File: src/rtl/cmd_collector.sv
// Collects a 3-byte (command, address, data) frame from a UART RX byte stream and
// presents it with a one-cycle cmd_ready strobe; stale partial frames are dropped on timeout.
module cmd_collector #(
  parameter int unsigned TIMEOUT_CYCLES = 100000,
  parameter int unsigned CNT_W          = 17
) (
  input  logic       clk,
  input  logic       rst,
  input  logic       rx_valid,
  input  logic [7:0] rx_data,
  output logic [7:0] cmd,
  output logic [7:0] addr,
  output logic [7:0] data,
  output logic       cmd_ready,
  output logic       busy,
  output logic       frame_timeout
);

  typedef enum logic [1:0] {StCmd, StAddr, StData} state_e;

  localparam bit             TimeoutEn   = (TIMEOUT_CYCLES != 0);
  localparam logic [CNT_W-1:0] TimeoutLast = CNT_W'(TIMEOUT_CYCLES - 1);

  state_e           state_q, state_d;
  logic [CNT_W-1:0] cnt_q, cnt_d;
  logic [7:0]       cmd_buf_q, cmd_buf_d;
  logic [7:0]       addr_buf_q, addr_buf_d;
  logic [7:0]       cmd_q, cmd_d;
  logic [7:0]       addr_q, addr_d;
  logic [7:0]       data_q, data_d;
  logic             cmd_ready_q, cmd_ready_d;
  logic             busy_q, busy_d;
  logic             frame_timeout_q, frame_timeout_d;
  logic             timeout_hit;

  // Fires on the edge that would bring the idle count up to TIMEOUT_CYCLES.
  assign timeout_hit = TimeoutEn && (cnt_q == TimeoutLast);

  always_comb begin
    state_d         = state_q;
    cnt_d           = cnt_q;
    cmd_buf_d       = cmd_buf_q;
    addr_buf_d      = addr_buf_q;
    cmd_d           = cmd_q;
    addr_d          = addr_q;
    data_d          = data_q;
    cmd_ready_d     = 1'b0;
    frame_timeout_d = 1'b0;

    unique case (state_q)
      StCmd: begin
        cnt_d = '0;
        if (rx_valid) begin
          cmd_buf_d = rx_data;
          state_d   = StAddr;
        end
      end
      StAddr, StData: begin
        if (rx_valid) begin
          cnt_d = '0;
          if (state_q == StAddr) begin
            addr_buf_d = rx_data;
            state_d    = StData;
          end else begin
            cmd_d       = cmd_buf_q;
            addr_d      = addr_buf_q;
            data_d      = rx_data;
            cmd_ready_d = 1'b1;
            state_d     = StCmd;
          end
        end else if (timeout_hit) begin
          cnt_d           = '0;
          cmd_buf_d       = '0;
          addr_buf_d      = '0;
          frame_timeout_d = 1'b1;
          state_d         = StCmd;
        end else if (TimeoutEn) begin
          cnt_d = cnt_q + 1'b1;
        end
      end
      default: begin
        cnt_d   = '0;
        state_d = StCmd;
      end
    endcase

    busy_d = (state_d != StCmd);
  end

  always_ff @(posedge clk or negedge rst) begin
    if (!rst) begin
      state_q         <= StCmd;
      cnt_q           <= '0;
      cmd_buf_q       <= '0;
      addr_buf_q      <= '0;
      cmd_q           <= '0;
      addr_q          <= '0;
      data_q          <= '0;
      cmd_ready_q     <= 1'b0;
      busy_q          <= 1'b0;
      frame_timeout_q <= 1'b0;
    end else begin
      state_q         <= state_d;
      cnt_q           <= cnt_d;
      cmd_buf_q       <= cmd_buf_d;
      addr_buf_q      <= addr_buf_d;
      cmd_q           <= cmd_d;
      addr_q          <= addr_d;
      data_q          <= data_d;
      cmd_ready_q     <= cmd_ready_d;
      busy_q          <= busy_d;
      frame_timeout_q <= frame_timeout_d;
    end
  end

  assign cmd           = cmd_q;
  assign addr          = addr_q;
  assign data          = data_q;
  assign cmd_ready     = cmd_ready_q;
  assign busy          = busy_q;
  assign frame_timeout = frame_timeout_q;

endmodule

File: config.mk
export PLATFORM = sky130hd
export DESIGN_NAME = cmd_collector
export DESIGN_NICKNAME = d
export VERILOG_FILES = /design/src/rtl/cmd_collector.sv
export SDC_FILE = /design/constraint.sdc
export NUM_CORES = 1
export LEC_CHECK = 0
export CORE_ASPECT_RATIO = 0.6
export CORE_UTILIZATION = 45
export DETAILED_ROUTE_END_ITERATION = 10
export MAX_ROUTING_LAYER = met4
export PLACE_DENSITY_LB_ADDON = 0.1
export SLEW_MARGIN = 40
export SYNTH_ARGS = -nofsm -noshare
export SYNTH_HDL_FRONTEND = slang
export SYNTH_SLANG_ARGS = --single-unit
File: constraint.sdc
create_clock -name clk -period 2.3 [get_ports clk]
set_clock_uncertainty 0.05 [all_clocks]
set_input_delay 0.23 -clock clk [delete_from_list [all_inputs] [get_ports clk]]
set_output_delay 0.23 -clock clk [all_outputs]
set_load 0.02 [all_outputs]
==> impl_metrics.json <==
{
  "outcome": "complete, no violations",
  "async_reset_ff_share_pct": 100.0,
  "cellLeakagePower_uw": 0.001557,
  "post_cts_buffers": 0,
  "n_fill_cell": 518,
  "clk_path_buf_depth": 2,
  "fin_nets": 335,
  "place_hpwl_mm": 3.670,
  "reg2reg_from": "state_q[1]",
  "ios": 38,
  "cp-startpoint": "state_q[1]",
  "cts_sinks": 62,
  "hold_buffers": 1,
  "power_density_mw_per_mm2": 1246,
  "crit_required_ns": 2.48,
  "grt_use_met2_pct": 24.68,
  "finalSetupTns_ns": 0,
  "syn-num-nets": 290,
  "use_met3_pct": 6.583,
  "grt_pass1_vias": 1745,
  "hold_viol": 0,
  "critPathMaxFanout": 8,
  "cts.repair.resized": 0,
  "gr-usage-met1_pct": 30.35,
  "path_cells": "inv_1 -> ha_1 -> or3_1 -> mux2i_1 -> nor2_1",
  "yosys_warnings": 0,
  "clk_pin_slew_worst_paths_ns": 0.07,
  "combinationalPowerShare_pct": 35.7,
  "max_freq_mhz": 517.7,
  "grt_pass1_wl_mm": 8.880,
  "ant_nets": 0,
  "ir_drop_v": 0.0005612,
  "dieArea_sq_mm": 0.006258,
  "grt_remaining_overflow": 0,
  "die_y_um": 61.68,
  "drtIter0Drc": 115,
  "chipWidth_um": 101.5,
  "syn-cell-area_sq_mm": 0.002671,
  "grt_usage_pct": 20.31,
  "grt_max_degree": 63,
  "dpl.cell_count": 388,
  "drt_wl_total_mm": 5.512,
  "yosys_most_used_dff": "dfrtp_1",
  "syn-instance-count": 275,
  "vias": 2017,
  "clockRootBuffer": "clkbuf_8",
  "rows": 21,
  "cp-end-kind": "register",
  "setup_viol": 0,
  "crit_arrival_ns": 2.11,
  "critPathMaxStageDelay_ns": 0.58,
  "numCtsBuffers": 9,
  "viasPerCell": 4.980,
  "tritoncts": "done",
  "gp_congestion": 0.7839,
  "slowest_stage": "or3_1",
  "relSlewSlack_pct": 65.70,
  "rr_worst_depth": 5,
  "syn2layout_area_growth_pct": 26.14,
  "setup.worst_path.class": "reg2reg",
  "reg2reg_slack_ns": 0.37,
  "drt_first_pass_iters": 4,
  "drv_slew": 0,
  "r2r_end": "cmd_buf_q[4]",
  "busiest_layer": "met1",
  "clkLatencyLatePin_ns": 0.33,
  "start_util_pct": 47.29,
  "synth-seq-cells": 62,
  "avgRoutedWirePerCell_um": 13.61,
  "drv_cap": 0,
  "critPathLaunchType": "register",
  "min-delay-path-class": "in2async",
  "numPortBuffers": 37,
  "clkPwrFrac_pct": 24.7,
  "final.min_clock_period_ns": 1.932,
  "drive_gt1_share_pct": 8.308,
  "antenna_found_initial": 0,
  "power.share.switching_pct": 35.25,
  "synth-seq-area-share_pct": 58.08,
  "tightest_slew_ns": 0.5131,
  "route.detailed.drc": 0,
  "cts_htree_levels": 3,
  "instances_no_fill": 405,
  "p_switching_uw": 1480,
  "fin_crit_sh_pct": 83.98,
  "intPower_uw": 2718,
  "synth_area_per_cell_sq_um": 9.714,
  "rsz0062_at_grt": "false",
  "synth_edf_count": 0,
  "synth_cell_type_count": 35,
  "core_sq_mm": 0.005649,
  "diodes": 0,
  "seq_power_share_pct": 39.6
}
placed cells by master (no fill, tap or decap), drive strengths merged, types with 6 or more instances in the layout:
cell type and n:
nand2 93, dfrtp 62, clkdlybuf4s50 36, nor2 29, xnor2 11, clkbuf 10, inv 9, mux2i 8
a21oi 8, nand3 7, nand4 6
area by class of cell:
cell class                 instances  area [sq um]  area share [%]
multi-input combinational        196          1052           31.23
inverter                           9         33.78           1.003
tap                               80         100.1           2.971
sequential                        62          1551           46.05
clock buffer                      10         127.6           3.788
clock inverter                     6         86.33           2.562
timing repair buffer              42         417.9           12.40
registers in the layout, indices dropped and copies added (netlist names):
| name | flops |
|---|---|
| cnt_q | 17 |
| addr | 8 |
| addr_buf_q | 8 |
| cmd | 8 |
| cmd_buf_q | 8 |
| data | 8 |
| state_q | 2 |
| busy | 1 |
| cmd_ready | 1 |
| frame_timeout | 1 |
metal layers:
| layer | up-vias | part of all wire [%] | wire length (um) |
|---|---|---|---|
| met5 | - | 0 | 0 |
| met4 | 0 | 0.87 | 48 |
| met3 | 5 | 5.6 | 306 |
| met2 | 47 | 38 | 2110 |
| met1 | 965 | 55 | 3046 |
| li1 | 1000 | - | - |
Yosys cell counts, drive strengths merged, types with 4 or more instances:
cell | instances | area share [%]
a21oi | 8 | 1.5
buf | 4 | 0.70
clkbuf | 4 | 0.56
dfrtp | 62 | 58
ha | 4 | 1.9
inv | 9 | 1.3
mux2i | 8 | 3.0
nand2 | 93 | 13
nand3 | 7 | 1.5
nand4 | 6 | 1.4
nor2 | 29 | 4.2
nor3 | 5 | 1.1
nor4 | 5 | 1.2
xnor2 | 11 | 3.6
xor2 | 4 | 1.3
power by group through the flow:
stage / clock network [uW] / logic, uW / registers (uW)
after floorplan: 0 / 666 / 1900
after global placement: 0 / 1490 / 1680
after detailed placement: 0 / 1510 / 1680
after CTS: 1060 / 1520 / 1670
after global routing: 1100 / 1680 / 1710
final: 1040 / 1500 / 1660
through the flow:
stage | utilization [%] | setup slack (ns) | total power (uW) | hold WS [ns] | instance area (sq um)
after floorplan | - | 0.5238 | 2561 | -0.1156 | 2671
after global placement | 55.68 | 0.3608 | 3170 | 0.2159 | 3146
after detailed placement | 55.68 | 0.3438 | 3193 | 0.2191 | 3146
after CTS | 59.65 | 0.3604 | 4248 | 0.3910 | 3369
after global routing | 59.65 | 0.2592 | 4494 | 0.4127 | 3369
final | 59.65 | 0.3684 | 4198 | 0.3686 | 3369
worst max path at each step:
stage	end	depth (start not counted)
final	cmd_buf_q[4]	5
after global routing	cmd_buf_q[2]	5
after CTS	cmd_buf_q[4]	5
after detailed placement	cmd_buf_q[4]	5
after global placement	cmd_buf_q[6]	5
after floorplan	cmd_buf_q[6]	7
cell families (layout without fill, tap and decap cells):
group                    Yosys count  after routing  synth area share, %
AND/OR/NAND/NOR                  155            155                25.95
flip-flops                        62             62                58.08
buffers and inverters             17             67                2.529
XOR/XNOR                          15             15                4.918
AO/OA/AOI/OAI                     14             14                3.654
multiplexers                       8              8                2.998
adder cells (fa/ha/maj)            4              4                1.874
critical path: cells and delay by family (launching register included):
| family | cells | cell delay, ns |
|---|---|---|
| adders and majority gates | 1 | 0.33 |
| buffers and inverters | 1 | 0.15 |
| DFF | 1 | 0.41 |
| muxes | 1 | 0.24 |
| and+or+nand+nor | 2 | 0.64 |
No activity file was read; power rests on OpenSTA's default activity.
